==> src/rtl/ram_master_pkg.sv <==
// Shared types and sizing helpers for the ram_master bus initiator.
package ram_master_pkg;

  localparam int unsigned LEN_W = 3;

  typedef enum logic [1:0] {
    StIdle,
    StWr,
    StRdIssue,
    StRdWait
  } state_e;

  // Width of a counter that spans 0 .. rd_lat-1, never narrower than one bit.
  function automatic int unsigned lat_w(input int unsigned rd_lat);
    return (rd_lat < 2) ? 1 : $clog2(rd_lat);
  endfunction

endpackage

==> src/rtl/ram_master.sv <==
// Burst read/write initiator for the synchronous single-port ram: sequences cs/oe/we strobes,
// takes write beats from a stream port and returns read beats on a response port.
module ram_master
  import ram_master_pkg::*;
#(
  parameter int unsigned AW     = 16,
  parameter int unsigned DW     = 16,
  parameter int unsigned RD_LAT = 1
) (
  input  logic             clk,
  input  logic             rst,
  input  logic             req_valid,
  output logic             req_ready,
  input  logic             req_we,
  input  logic [AW-1:0]    req_addr,
  input  logic [LEN_W-1:0] req_len,
  input  logic             wr_valid,
  output logic             wr_ready,
  input  logic [DW-1:0]    wr_data,
  output logic             rsp_valid,
  output logic [DW-1:0]    rsp_data,
  output logic             rsp_last,
  output logic             done,
  output logic             ram_cs,
  output logic             ram_oe,
  output logic             ram_we,
  output logic [AW-1:0]    ram_addr,
  output logic [DW-1:0]    ram_din,
  input  logic [DW-1:0]    ram_dout
);

  localparam int unsigned   LatW    = lat_w(RD_LAT);
  localparam logic [LatW-1:0] LatLast = LatW'(RD_LAT - 1);

  state_e           state_q, state_d;
  logic [AW-1:0]    addr_q, addr_d;
  logic [LEN_W-1:0] len_q, len_d;
  logic [LEN_W-1:0] beat_q, beat_d;
  logic [LatW-1:0]  lat_q, lat_d;
  logic             wr_pend_q, wr_pend_d;

  logic             ram_cs_d, ram_oe_d, ram_we_d;
  logic [AW-1:0]    ram_addr_d;
  logic [DW-1:0]    ram_din_d;
  logic             rsp_valid_d, rsp_last_d, done_d;
  logic [DW-1:0]    rsp_data_d;

  logic accept, wr_beat, rd_sample, last_beat;

  assign req_ready = (state_q == StIdle);
  assign wr_ready  = (state_q == StWr);
  assign accept    = req_valid & req_ready;
  assign wr_beat   = wr_valid & wr_ready;
  assign rd_sample = (state_q == StRdWait) && (lat_q == LatLast);
  assign last_beat = (beat_q == len_q);

  // State register
  always_ff @(posedge clk) begin
    if (rst) begin
      state_q <= StIdle;
    end else begin
      state_q <= state_d;
    end
  end

  // Next-state logic
  always_comb begin
    state_d = state_q;
    unique case (state_q)
      StIdle:    if (accept) state_d = req_we ? StWr : StRdIssue;
      StWr:      if (wr_beat && last_beat) state_d = StIdle;
      StRdIssue: state_d = StRdWait;
      StRdWait:  if (rd_sample) state_d = last_beat ? StIdle : StRdIssue;
      default:   state_d = StIdle;
    endcase
  end

  // Address, beat and latency counters
  always_comb begin
    addr_d = addr_q;
    len_d  = len_q;
    beat_d = beat_q;
    lat_d  = (state_q == StRdWait) ? lat_q + 1'b1 : '0;
    if (accept) begin
      addr_d = req_addr;
      len_d  = req_len;
      beat_d = '0;
    end
    if (wr_beat || (rd_sample && !last_beat)) begin
      addr_d = addr_q + 1'b1;
      beat_d = beat_q + 1'b1;
    end
  end

  // Output logic: next values of the registered strobes and response
  always_comb begin
    ram_cs_d    = 1'b0;
    ram_oe_d    = 1'b0;
    ram_we_d    = 1'b0;
    ram_addr_d  = ram_addr;
    ram_din_d   = ram_din;
    rsp_valid_d = 1'b0;
    rsp_last_d  = 1'b0;
    rsp_data_d  = rsp_data;
    wr_pend_d   = 1'b0;
    done_d      = wr_pend_q;
    // Issue is registered on entry so the strobe lands in the RD_ISSUE cycle itself.
    if (state_d == StRdIssue) begin
      ram_cs_d   = 1'b1;
      ram_oe_d   = 1'b1;
      ram_addr_d = addr_d;
    end
    if (wr_beat) begin
      ram_cs_d   = 1'b1;
      ram_we_d   = 1'b1;
      ram_addr_d = addr_q;
      ram_din_d  = wr_data;
      wr_pend_d  = last_beat;
    end
    if (rd_sample) begin
      rsp_valid_d = 1'b1;
      rsp_data_d  = ram_dout;
      rsp_last_d  = last_beat;
      done_d      = last_beat;
    end
  end

  always_ff @(posedge clk) begin
    if (rst) begin
      addr_q    <= '0;
      len_q     <= '0;
      beat_q    <= '0;
      lat_q     <= '0;
      wr_pend_q <= 1'b0;
      ram_cs    <= 1'b0;
      ram_oe    <= 1'b0;
      ram_we    <= 1'b0;
      ram_addr  <= '0;
      ram_din   <= '0;
      rsp_valid <= 1'b0;
      rsp_last  <= 1'b0;
      rsp_data  <= '0;
      done      <= 1'b0;
    end else begin
      addr_q    <= addr_d;
      len_q     <= len_d;
      beat_q    <= beat_d;
      lat_q     <= lat_d;
      wr_pend_q <= wr_pend_d;
      ram_cs    <= ram_cs_d;
      ram_oe    <= ram_oe_d;
      ram_we    <= ram_we_d;
      ram_addr  <= ram_addr_d;
      ram_din   <= ram_din_d;
      rsp_valid <= rsp_valid_d;
      rsp_last  <= rsp_last_d;
      rsp_data  <= rsp_data_d;
      done      <= done_d;
    end
  end

endmodule

==> config.mk <==
export PLATFORM = sky130hd
export DESIGN_NAME = ram_master
export DESIGN_NICKNAME = d
export VERILOG_FILES = /design/src/rtl/ram_master_pkg.sv /design/src/rtl/ram_master.sv
export SDC_FILE = /design/constraint.sdc
export NUM_CORES = 1
export LEC_CHECK = 0
export ABC_AREA = 1
export BUFFER_PORTS_ARGS = -buffer_cell sky130_fd_sc_hd__buf_2
export CORE_MARGIN = 5
export CORE_UTILIZATION = 51
export CTS_CLUSTER_SIZE = 8
export DETAILED_ROUTE_END_ITERATION = 12
export PLACE_DENSITY_LB_ADDON = 0.15
export SYNTH_ARGS = -nofsm -noshare
export SYNTH_HDL_FRONTEND = slang
export SYNTH_SLANG_ARGS = --single-unit
==> constraint.sdc <==
create_clock -name clk -period 1.86 [get_ports clk]
set_input_delay 0 -clock clk [delete_from_list [all_inputs] [get_ports clk]]
set_output_delay 0 -clock clk [all_outputs]
set_load 0.03 [all_outputs]
==> impl_results.md, run 1 <==
* Status: complete, no violations
* Worst Path Max Fanout at 6
* Number of sinks driven by the clock tree at 80
* Die area at 0.00880 mm^2
* Data arrival time of the critical path at 1.98 ns
* Setup Crit Path Kind: reg -> reg
* Routed length per instance at 13.7 um
* DRC violation count after routing at 0
* Count of cells along the worst register-to-register path at 8
* Fraction of synthesized cell area in xor and xnor cells at 2.65%
* Placeable core region at 0.00683 mm^2
* Initial drt markers at 258
* Main combinational cell family by area after synthesis: simple AND/OR/NAND/NOR gates
* Slew HR at 65.0%
* Maximum number of pins on one net before global-route repair at 33
* Setup-failing EPs final at 0
* Endpoint of the worst hold-timing path: addr_q[9]
* Worst reg2reg path startpoint: addr_q[0]
* Fraction of the mapped netlist area in simple logic gates at 31.4%
* Reg-to-reg setup timing slack at 0.16 ns
* Fill cell instance count of the final layout at 548
* Leakage at 2.40 nW
* Hold Crit Class: in -> reg
* Global-route wire length before repair at 16900 um
* Final min period at 1.70 ns
* Area growth syn-to-layout at 35.1%
* Post-synthesis compound-gate area fraction at 12.9%
* CTS H-tree depth at 3
* Per-instance average area after synthesis at 7.04 um^2
* Clock tree from TritonCTS: built
* Antenna violations before repair at 0
* Number of buffers added on ports at 111
* Number of synthesis warnings at 0
* FMAX at 588 MHz
* Slew at the pin with the worst max-slew slack at 0.524 ns
* Post-route clock period utilization at 91.4%
* Part of the Yosys area used for sequential elements at 44.7%
* # diodes at 0
* Fraction of synthesized cell area taken by the top area cell type at 44.7%
* Worst hold margin at 0.0377 ns
* Kind of start point of the critical path: flip-flop
* Adder-cell share of the synthesized area at 0.699%
* Proportion of synthesized area in mux cells at 0%
* Worst-case setup margin in the final layout at 0.160 ns
* Buffers inserted during post-CTS setup optimization at 0
* Fraction of synthesis flops using an asynchronous set or reset pin at 0%
* Detailed Place HPWL at 6820 um
* Number of placed instances with taps included at 706
* Post-Syn Instances at 509
* Total vias in the final route at 3810
* Endpoint of the most critical register-to-register path: ram_addr[8]
* Number of distinct library cells after synthesis at 29
* Synth Net Count at 567
* Post-place setup slack at 0.149 ns
* Maximum clock skew at final layout at 0.00685 ns
* Power density over the cells at 927 mW/mm^2
* Final instance count without filler cells at 759
* Hold Fails Final Rpt at 0
* Total global routing overflow at 0
* Final Max Tran Viols at 0
* Antenna Nets Post-Route at 0
* Number of global-route vias before repair at 3637
* Post-Route WL at 10400 um
* Leading cell types by total area after synthesis: sky130_fd_sc_hd__dfxtp_1 45%, sky130_fd_sc_hd__nor2_1 12%, sky130_fd_sc_hd__nand2_1 10%
* Maxcap violations at 0
* Library cell occupying the most area in the post-synthesis netlist: sky130_fd_sc_hd__dfxtp_1
* Worst vdd rail ir drop at 848 uV
* Cell with the most instances after synthesis: sky130_fd_sc_hd__nor2_1
* Synth Register Bits at 80
* Clock-pin transition on the worst setup and hold timing paths at 0.08 ns
* Row Count at 30
* Number of nets at the end of the flow at 716
* Number of enable-type register cells in the synthesized netlist at 0
* Number of buffers added by the clock tree synthesis step at 9
* Vertical die dimension at 93.8 um
* Count of cells along the worst hold path at 5
* Max clock buf depth at 2
* Synth Flop Type: sky130_fd_sc_hd__dfxtp_1
* Most instantiated cells after synthesis: 118 x sky130_fd_sc_hd__nor2_1, 100 x sky130_fd_sc_hd__nand2_1, 80 x sky130_fd_sc_hd__dfxtp_1
* Average vias per placed instance at 5.02
* Category of the worst setup path capture point: flip-flop
* Number of top-level pins at 112
* Finished Core Util at 70.9%
* Total routing usage reported by global routing at 24.0%
* Clock root buffer: sky130_fd_sc_hd__clkbuf_8
* Required time of the critical path at 2.14 ns
* Initial Util at 52.4%
* Final RePlAce weighted congestion at 0.868
* Cell area after synthesis at 0.00358 mm^2
* Share of cells above drive strength 1 at 24.4%
* Horizontal die dimension at 93.8 um
* Origin of the worst min-delay path: req_addr[9]
* Detailed-routing iteration count for the pre-antenna-repair pass at 5
* Clock Latency Late Sink at 0.34 ns
worst max-delay path: stages (launching register included):
cell and delay (ns):
sky130_fd_sc_hd__dfxtp_1 0.43, sky130_fd_sc_hd__ha_1 0.19, sky130_fd_sc_hd__nand2_1 0.12, sky130_fd_sc_hd__nor2_2 0.24
sky130_fd_sc_hd__nand2_1 0.11, sky130_fd_sc_hd__xor2_1 0.15, sky130_fd_sc_hd__o21ai_0 0.23, sky130_fd_sc_hd__nor2_1 0.08
sky130_fd_sc_hd__nor2_1 0.10
report_power, final:
group	internal (W)	total, W	switching [W]	leakage [nW]
Combinational	0.000380	0.00109	0.000711	1.64
Sequential	0.00187	0.00198	0.000106	0.654
Clock	0.000791	0.00142	0.000628	0.106
cells by family after synthesis:
logic type,Yosys count
AOI/OAI and AO/OA,89
xor gates and xnor gates,10
adders and majority gates,2
DFF,80
and+or+nand+nor,266
buffers and inverters,62
routing by layer:
metal / share of wire (%) / global-route usage [%] / vias to the layer above
li1: - / - / 1915
met1: 43 / 30.4 / 1720
met2: 48 / 40.0 / 157
met3: 7.8 / 5.37 / 18
met4: 1.8 / 8.78 / 0
met5: 0 / 0 / -
final cells by class:
cell class              count  area [um^2]  share of cell area (%)
flip-flops and latches     80         1600                    33.1
inverters                  38          143                    2.95
multi-input cells         367         1710                    35.4
clock inverters             5         80.1                    1.65
repair buffers            162         1040                    21.6
clock buffers              11          141                    2.92
well taps                  96          120                    2.48
cell usage in the layout, fill, tap and decap left out, types with 4 or more instances in the layout:
cell,instances
sky130_fd_sc_hd__xor2_1,9
sky130_fd_sc_hd__nand2_1,100
sky130_fd_sc_hd__a21oi_1,19
sky130_fd_sc_hd__inv_1,35
sky130_fd_sc_hd__buf_4,13
sky130_fd_sc_hd__o21ai_1,4
sky130_fd_sc_hd__dfxtp_1,80
sky130_fd_sc_hd__buf_2,111
sky130_fd_sc_hd__clkbuf_8,10
sky130_fd_sc_hd__o21ai_0,63
sky130_fd_sc_hd__nand3_1,17
sky130_fd_sc_hd__nand4_1,11
sky130_fd_sc_hd__nor2_2,7
sky130_fd_sc_hd__nor3_1,5
sky130_fd_sc_hd__nor2_1,116
sky130_fd_sc_hd__dlygate4sd3_1,37
stage by stage:
step	TNS, ns	total power, W	cell area, um^2
3_3_place_gp	0	0.00301	4240
6_report	0	0.00449	4840
2_1_floorplan	0	0.00272	3580
4_1_cts	0	0.00449	4840
3_5_place_dp	0	0.00303	4240
5_1_grt	-0.0108	0.00473	4840
sequential cells by signal, indices dropped and copies added, names as in the netlist, 2 cells and up:
name,cells
ram_din,16
rsp_data,16
ram_addr,16
beat_q,3
state_q,2
len_q,3
addr_q,16
worst max-delay path by stage:
| stage | end | cells after the start | start | slack, ns |
|---|---|---|---|---|
| floorplan | ram_addr[0] | 9 | state_q[1] | 0.04 |
| global placement | ram_addr[8] | 8 | addr_q[0] | 0.22 |
| detailed placement | ram_addr[12] | 9 | addr_q[0] | 0.15 |
| CTS | ram_addr[12] | 9 | addr_q[0] | 0.14 |
| global route | ram_addr[10] | 11 | addr_q[0] | -0.01 |
| finish | ram_addr[8] | 8 | addr_q[0] | 0.16 |
timing repair:
action,4_1_cts,5_1_grt
hold endpoints to repair,37,0
hold buffers,37,0
endpoints found under the setup margin,0,4
gates resized for setup,0,2
Power figures use the tool's default switching activity.
==> run 2, diff against run 1 <==
- PLACE_DENSITY: not set -> 0.83
- PLACE_DENSITY_LB_ADDON: 0.15 -> not set
==> run 2 against run 1 <==
First-iteration DRC count rose by 21%. Largest power group unchanged. Routed wire length rose by 5.7%. Total power fell by 3.9%. Highest routed layer unchanged. Sequential power barely moved. Clock skew rose by 0.0085 ns. Sequential share of layout area rose by 0.31 points. Clock power fell by 13%. Fmax fell by 2.4%. Non-clock buffer count fell by 2. Count of clock-buffer cells in the layout fell by 2.
==> impl_results.md, run 2 (synthesis results as in run 1) <==
* Status: complete, no violations (unchanged)
* Total routing usage reported by global routing at 25.7% (was 24.0%)
* Average vias per placed instance at 5.16 (was 5.02)
* Clock Latency Late Sink at 0.36 ns (was 0.34 ns)
* Setup-failing EPs final at 0 (unchanged)
* Antenna violations before repair at 0 (unchanged)
* Clock root buffer: sky130_fd_sc_hd__clkbuf_8 (unchanged)
* Worst Path Max Fanout at 18 (was 6)
* Hold Fails Final Rpt at 0 (unchanged)
* Worst-case setup margin in the final layout at 0.119 ns (was 0.160 ns)
* Clock-pin transition on the worst setup and hold timing paths at 0.09 ns (was 0.08 ns)
* Post-route clock period utilization at 93.6% (was 91.4%)
* Data arrival time of the critical path at 2.00 ns (was 1.98 ns)
* Worst vdd rail ir drop at 502 uV (was 848 uV)
* Antenna Nets Post-Route at 0 (unchanged)
* Global-route wire length before repair at 18100 um (was 16900 um)
* Commonest cells after routing, fill and taps aside: 116 x sky130_fd_sc_hd__nor2_1, 111 x sky130_fd_sc_hd__buf_2, 100 x sky130_fd_sc_hd__nand2_1 (unchanged)
* Total global routing overflow at 0 (unchanged)
* Number of sinks driven by the clock tree at 80 (unchanged)
* Worst hold margin at 0.0270 ns (was 0.0377 ns)
* Kind of start point of the critical path: flip-flop (unchanged)
* Placeable core region at 0.00683 mm^2 (unchanged)
* Number of nets at the end of the flow at 714 (was 716)
* Horizontal die dimension at 93.8 um (unchanged)
* Number of buffers added on ports at 111 (unchanged)
* Required time of the critical path at 2.12 ns (was 2.14 ns)
* Detailed Place HPWL at 7050 um (was 6820 um)
* Number of top-level pins at 112 (unchanged)
* FMAX at 574 MHz (was 588 MHz)
* Clock tree from TritonCTS: built (unchanged)
* Power density over the cells at 899 mW/mm^2 (was 927 mW/mm^2)
* Final RePlAce weighted congestion at 0.922 (was 0.868)
* Total vias in the final route at 3903 (was 3810)
* Vertical die dimension at 93.8 um (unchanged)
* # diodes at 0 (unchanged)
* Share of cells above drive strength 1 at 24.4% (about the same)
* Maxcap violations at 0 (unchanged)
* Category of the worst setup path capture point: flip-flop (unchanged)
* CTS H-tree depth at 3 (unchanged)
* Die area at 0.00880 mm^2 (unchanged)
* Maximum number of pins on one net before global-route repair at 33 (unchanged)
* Slew at the pin with the worst max-slew slack at 0.543 ns (was 0.524 ns)
* Count of cells along the worst register-to-register path at 10 (was 8)
* Maximum clock skew at final layout at 0.0154 ns (was 0.00685 ns)
* Slew HR at 63.7% (was 65.0%)
* Number of buffers added by the clock tree synthesis step at 9 (unchanged)
* Area growth syn-to-layout at 33.9% (was 35.1%)
* Leakage at 2.38 nW (was 2.40 nW)
* Max clock buf depth at 2 (unchanged)
* DRC violation count after routing at 0 (unchanged)
* Reg-to-reg setup timing slack at 0.12 ns (was 0.16 ns)
* Finished Core Util at 70.2% (was 70.9%)
* Initial Util at 52.4% (unchanged)
* Number of global-route vias before repair at 3846 (was 3637)
* Fill cell instance count of the final layout at 560 (was 548)
* Count of cells along the worst hold path at 3 (was 5)
* Final Max Tran Viols at 0 (unchanged)
* RSZ-0062 raised after global routing: yes
* Row Count at 30 (unchanged)
* Post-Route WL at 11000 um (was 10400 um)
* Initial drt markers at 311 (was 258)
* Hold Crit Class: in -> reg (unchanged)
* Detailed-routing iteration count for the pre-antenna-repair pass at 5 (unchanged)
* Routed length per instance at 14.5 um (was 13.7 um)
* Final min period at 1.74 ns (was 1.70 ns)
* Most common library cell in the layout ignoring fill and taps: sky130_fd_sc_hd__nor2_1 (unchanged)
* Setup Crit Path Kind: reg -> reg (unchanged)
* Post-place setup slack at 0.155 ns (was 0.149 ns)
* Total power after layout at 0.00431 W (was 0.00449 W)
-- run 2: cell count changes in the layout (fill, tap and decap cells not counted), sizes merged --
cell | before | now
buf | 125 | 123
bufinv | 2 | 0
inv | 37 | 40
clkinv | 2 | 3
clkbuf | 11 | 9
-- run 2: routing by layer --
metal | GRT usage (%) | part of all wire (%) | up-vias
li1 | - | - | 1910
met1 | 30.9 | 39 | 1776
met2 | 42.8 | 48 | 186
met3 | 6.33 | 9.5 | 31
met4 | 12.0 | 2.9 | 0
met5 | 0 | 0 | -
-- run 2: worst max-delay path, cell delays in order (launching register included) --
cell and delay, ns:
sky130_fd_sc_hd__dfxtp_1 0.40, sky130_fd_sc_hd__nand2_2 0.11, sky130_fd_sc_hd__nor2_4 0.12, sky130_fd_sc_hd__buf_4 0.23, sky130_fd_sc_hd__inv_1 0.12, sky130_fd_sc_hd__nand2_4 0.20, sky130_fd_sc_hd__o21ai_0 0.12, sky130_fd_sc_hd__o21ai_0 0.15
sky130_fd_sc_hd__nand2_1 0.09, sky130_fd_sc_hd__nand2_1 0.07, sky130_fd_sc_hd__nor2_1 0.04
-- run 2: worst paths after layout --
kind,from,to
max reg2reg,state_q[0],ram_addr[2]
min reg2reg,wr_pend_q,done
min,req_valid,len_q[1]
max,state_q[0],ram_addr[2]
-- run 2: area by class of cell --
type	count	area, um^2	share of cell area [%]
flip-flops and latches	80	1600	33.4
repair buffers	160	1030	21.5
inverters	38	143	2.97
clock inverters	7	63.8	1.33
multi-input cells	367	1710	35.7
clock buffers	9	124	2.58
well taps	96	120	2.50
-- run 2: power by group --
group | leakage, nW | internal, W | switching, W
sequential | 0.654 | 0.00187 | 0.000111
clock | 0.0899 | 0.000512 | 0.000722
combinational | 1.63 | 0.000376 | 0.000722
-- run 2: per-stage QoR --
stage / cell area (um^2) / TNS (ns) / instances
finish: 4800 / 0 / 757
global route: 4800 / -0.0306 / 757
CTS: 4790 / 0 / 757
detailed placement: 4230 / 0 / 704
global placement: 4230 / 0 / 704
floorplan: 3580 / 0 / 509
-- run 2: timing repair --
item | 4_1_cts | 5_1_grt
endpoints found under the hold margin | 37 | 0
resized for setup | 0 | 3
setup buffers | 0 | 0
endpoints found under the setup margin | 0 | 13
hold buffers | 37 | 0
==> run 3, diff against run 2 <==
- ABC_AREA: 1 -> not set
- CORE_UTILIZATION: 51 -> 50
- PLACE_DENSITY: 0.83 -> 0.82
==> run 3 against run 2 <==
Synthesized cell count shrank 19%. Count of clock-buffer cells in the layout up 1. Highest routed layer unchanged. Non-clock buffer count grew 52. Worst setup slack worse by 0.41 ns. Clock power rose by 16%. Cell area rose by 13%. The flow now finishes with violations (setup timing). Clock skew is 0.0018 ns lower. Sequential share of layout area is 3.3 points lower. Total power rose by 10%.
==> impl_results.md, run 3 <==
* Leakage at 2.36 nW (was 2.38 nW)
* Status: complete, but fails checks (was complete, no violations)
* Sw Share at 32.4% (was 36.0%)
* Number of top-level pins at 112 (unchanged)
* Violated checks: setup timing
* Total power after layout at 0.00475 W (was 0.00431 W)
* Per-instance average area after synthesis at 8.15 um^2 (was 7.04 um^2)
* Setup-failing EPs final at 26 (was 0)
* Synth Flop Type: sky130_fd_sc_hd__dfxtp_1 (unchanged)
* Total routing usage reported by global routing at 26.1% (was 25.7%)
* Combined flip-flop and latch cell area at 0.00163 mm^2 (was 0.00160 mm^2)
* Count of cells along the worst hold path at 4 (was 3)
* Post-place setup slack at -0.252 ns (was 0.155 ns)
* Slew at the pin with the worst max-slew slack at 0.562 ns (was 0.543 ns)
* Number of buffers added on ports at 111 (unchanged)
* Detailed Place HPWL at 7010 um (was 7050 um)
* Final RePlAce weighted congestion at 0.876 (was 0.922)
* Worst reg2reg path startpoint: len_q[1] (was state_q[0])
* Number of synthesis warnings at 0 (unchanged)
* Number of sinks driven by the clock tree at 80 (unchanged)
* Number of enable-type register cells in the synthesized netlist at 0 (unchanged)
* Synth Net Count at 469 (was 567)
* Hold Fails Final Rpt at 0 (unchanged)
* Initial drt markers at 441 (was 311)
* Origin of the worst min-delay path: req_addr[12] (was req_valid)
* Part of the Yosys area used for sequential elements at 47.8% (was 44.7%)
* Clock share of power at 30.0% (was 28.6%)
* Switching pwr at 0.00154 W (was 0.00155 W)
* Slew HR at 61.6% (was 63.7%)
* Highest cell delay on the worst timing path at 0.55 ns (was 0.40 ns)
* Synth Register Bits at 80 (unchanged)
* Detailed-routing iteration count for the pre-antenna-repair pass at 5 (unchanged)
* Commonest cells after routing, fill and taps aside: 111 x sky130_fd_sc_hd__buf_2, 90 x sky130_fd_sc_hd__nand2_1, 66 x sky130_fd_sc_hd__dfxtp_1 (was 116 x sky130_fd_sc_hd__nor2_1, 111 x sky130_fd_sc_hd__buf_2, 100 x sky130_fd_sc_hd__nand2_1)
* Maxcap violations at 0 (unchanged)
* Global-route wire length before repair at 17900 um (was 18100 um)
* Worst Path Max Fanout at 6 (was 18)
* Final min period at 2.16 ns (was 1.74 ns)
* Average vias per placed instance at 5.95 (was 5.16)
* Comb pwr share at 28.8% (was 25.4%)
* Total vias in the final route at 4095 (was 3903)
* Cell internal pwr at 0.00321 W (was 0.00276 W)
* Placeable core region at 0.00642 mm^2 (was 0.00683 mm^2)
* Fraction of synthesized cell area taken by the top area cell type at 47.8% (was 44.7%)
* Area growth syn-to-layout at 61.4% (was 33.9%)
* Maximum clock skew at final layout at 0.0135 ns (was 0.0154 ns)
* Fill cell instance count of the final layout at 336 (was 560)
* Share of cells above drive strength 1 at 42.9% (was 24.4%)
* Number of global-route vias before repair at 3944 (was 3846)
* # diodes at 0 (unchanged)
* Hold Crit Class: in -> reg (unchanged)
* Clock-pin transition on the worst setup and hold timing paths at 0.09 ns (about the same)
* Fraction of synthesis flops using an asynchronous set or reset pin at 0% (unchanged)
* RSZ-0062 raised after global routing: yes (unchanged)
* Final TNS setup at -3.69 ns (was 0 ns)
* Row Count at 29 (was 30)
* FMAX at 464 MHz (was 574 MHz)
* Clock tree from TritonCTS: built (unchanged)
* Number of distinct library cells after synthesis at 52 (was 29)
* Clock root buffer: sky130_fd_sc_hd__clkbuf_8 (unchanged)
* Worst-case setup margin in the final layout at -0.295 ns (was 0.119 ns)
* Number of nets at the end of the flow at 665 (was 714)
* Required time of the critical path at 2.09 ns (was 2.12 ns)
* Library cell occupying the most area in the post-synthesis netlist: sky130_fd_sc_hd__dfxtp_1 (unchanged)
* Antenna violations before repair at 0 (unchanged)
* Finished Core Util at 84.2% (was 70.2%)
* Setup Crit Path Kind: reg -> reg (unchanged)
* Category of the worst setup path capture point: flip-flop (unchanged)
* Flop pwr share at 41.2% (was 46.0%)
* Clock Latency Late Sink at 0.36 ns (about the same)
* Endpoint of the most critical register-to-register path: ram_addr[0] (was ram_addr[2])
* Slowest cell on the critical path: sky130_fd_sc_hd__a222oi_1 (was sky130_fd_sc_hd__dfxtp_1)
* Maximum number of pins on one net before global-route repair at 32 (was 33)
* Number of buffers added by the clock tree synthesis step at 9 (unchanged)
* Vertical die dimension at 91.8 um (was 93.8 um)
* Worst vdd rail ir drop at 680 uV (was 502 uV)
* Count of cells along the worst register-to-register path at 6 (was 10)
* Post-route clock period utilization at 116% (was 93.6%)
* Worst path cell trace: xnor2_4, nand4_1, a222oi_1, or2_4, nor2_1, a2111oi_1 (was nand2_2, nor2_4, buf_4, inv_1, nand2_4, o21ai_0, o21ai_0, nand2_1, nand2_1, nor2_1)
* Die area at 0.00843 mm^2 (was 0.00880 mm^2)
* Data arrival time of the critical path at 2.39 ns (was 2.00 ns)
* Post-Syn Instances at 411 (was 509)
* Max clock buf depth at 2 (unchanged)
* Post-Route WL at 13200 um (was 11000 um)
* Reg-to-reg setup timing slack at -0.30 ns (was 0.12 ns)
* CTS H-tree depth at 3 (unchanged)
* Routed length per instance at 19.2 um (was 14.5 um)
* Cell with the most instances after synthesis: sky130_fd_sc_hd__nand2_1 (was sky130_fd_sc_hd__nor2_1)
* Horizontal die dimension at 91.8 um (was 93.8 um)
* Endpoint of the worst hold-timing path: addr_q[12] (was len_q[1])
* DRC violation count after routing at 0 (unchanged)
* Area of the multi-input gates at 0.00199 mm^2 (was 0.00171 mm^2)
* Antenna Nets Post-Route at 0 (unchanged)
* Final Max Tran Viols at 0 (unchanged)
* Most instantiated cells after synthesis: 94 x sky130_fd_sc_hd__nand2_1, 80 x sky130_fd_sc_hd__dfxtp_1, 49 x sky130_fd_sc_hd__a21oi_1 (was 118 x sky130_fd_sc_hd__nor2_1, 100 x sky130_fd_sc_hd__nand2_1, 80 x sky130_fd_sc_hd__dfxtp_1)
* Most common library cell in the layout ignoring fill and taps: sky130_fd_sc_hd__buf_2 (was sky130_fd_sc_hd__nor2_1)
* Kind of start point of the critical path: flip-flop (unchanged)
* Power density over the cells at 880 mW/mm^2 (was 899 mW/mm^2)
* Initial Util at 52.1% (was 52.4%)
* Total global routing overflow at 0 (unchanged)
* Leading cell types by total area after synthesis: sky130_fd_sc_hd__dfxtp_1 48%, sky130_fd_sc_hd__nand2_1 11%, sky130_fd_sc_hd__a21oi_1 7.3% (was sky130_fd_sc_hd__dfxtp_1 45%, sky130_fd_sc_hd__nor2_1 12%, sky130_fd_sc_hd__nand2_1 10%)
* Cell area after synthesis at 0.00335 mm^2 (was 0.00358 mm^2)
==> run 3: cell types whose count changed in the layout (fill, tap and decap cells not counted), sizes merged, moves of 5 or more <==
cell	delta
a2111oi	+6
a21oi	+28
a22oi	+6
and2	+5
buf	+49
inv	-37
nand2	-12
nand3	-8
nand4	-7
nor2	-80
o21ai	-57
xor2	-5
==> run 3: worst max-delay path by stage <==
stage | startpoint | endpoint | slack [ns] | cells after the start
floorplan | state_q[1] | ram_addr[0] | -0.16 | 8
global placement | state_q[0] | ram_addr[6] | -0.13 | 6
detailed placement | state_q[0] | ram_addr[6] | -0.25 | 6
CTS | beat_q[2] | ram_addr[10] | -0.14 | 8
global route | len_q[1] | ram_addr[0] | -0.47 | 6
finish | len_q[1] | ram_addr[0] | -0.30 | 6
==> run 3: repair_timing <==
| item | 4_1_cts | 5_1_grt |
|---|---|---|
| endpoints found under the setup margin | 27 | 32 |
| cloned | 0 | 1 |
| pin swaps | 3 | 23 |
| gates resized for setup | 16 | 78 |
| hold endpoints to repair | 41 | 0 |
| hold buffers | 40 | 0 |
| setup buffers | 3 | 5 |
==> run 3: through the flow <==
stage	instances	hold WS [ns]	cell area, um^2
floorplan	411	0.136	3380
global placement	626	0.241	4320
detailed placement	626	0.247	4320
CTS	684	0.00561	5030
global route	688	0.0169	5410
finish	688	0.0146	5410
==> run 3: cell families after synthesis <==
| group | Yosys count | share of synthesized area (%) |
|---|---|---|
| simple gates | 181 | 23.4 |
| compound gates | 111 | 22.5 |
| flops | 80 | 47.8 |
| buf+inv | 30 | 3.70 |
| xor+xnor | 7 | 1.83 |
| fa+ha+maj | 2 | 0.747 |
==> run 3: per-layer routing <==
layer / up-vias / global-route usage, % / wire length (um)
met3: 63 / 4.50 / 1060
li1: 1832 / - / -
met4: 0 / 13.7 / 550
met1: 1927 / 29.3 / 4970
met2: 273 / 47.1 / 6650
met5: - / 0 / 0
==> run 3: area by class of cell <==
cell class                      count  share of cell area (%)
Sequential cell                    80                    30.1
Timing Repair Buffer              212                    27.1
Inverter                            3                   0.208
Multi-Input combinational cell    301                    36.8
Clock inverter                      5                    1.50
Clock buffer                       10                    2.55
Tap cell                           77                    1.78
==> run 3: worst max-delay path: cells and delay by family (launching register included) <==
kind	cells	cell delay [ns]
compound gates	2	0.89
simple gates	3	0.50
flops	1	0.48
xor+xnor	1	0.16
==> run 3: power by group through the flow <==
| stage | clock [W] | combinational [W] | sequential, W |
|---|---|---|---|
| after floorplan | 0 | 0.000455 | 0.00212 |
| after global placement | 0 | 0.00101 | 0.00195 |
| after detailed placement | 0 | 0.00103 | 0.00196 |
| after CTS | 0.00142 | 0.00115 | 0.00192 |
| after global routing | 0.00151 | 0.00144 | 0.00197 |
| final | 0.00143 | 0.00137 | 0.00196 |
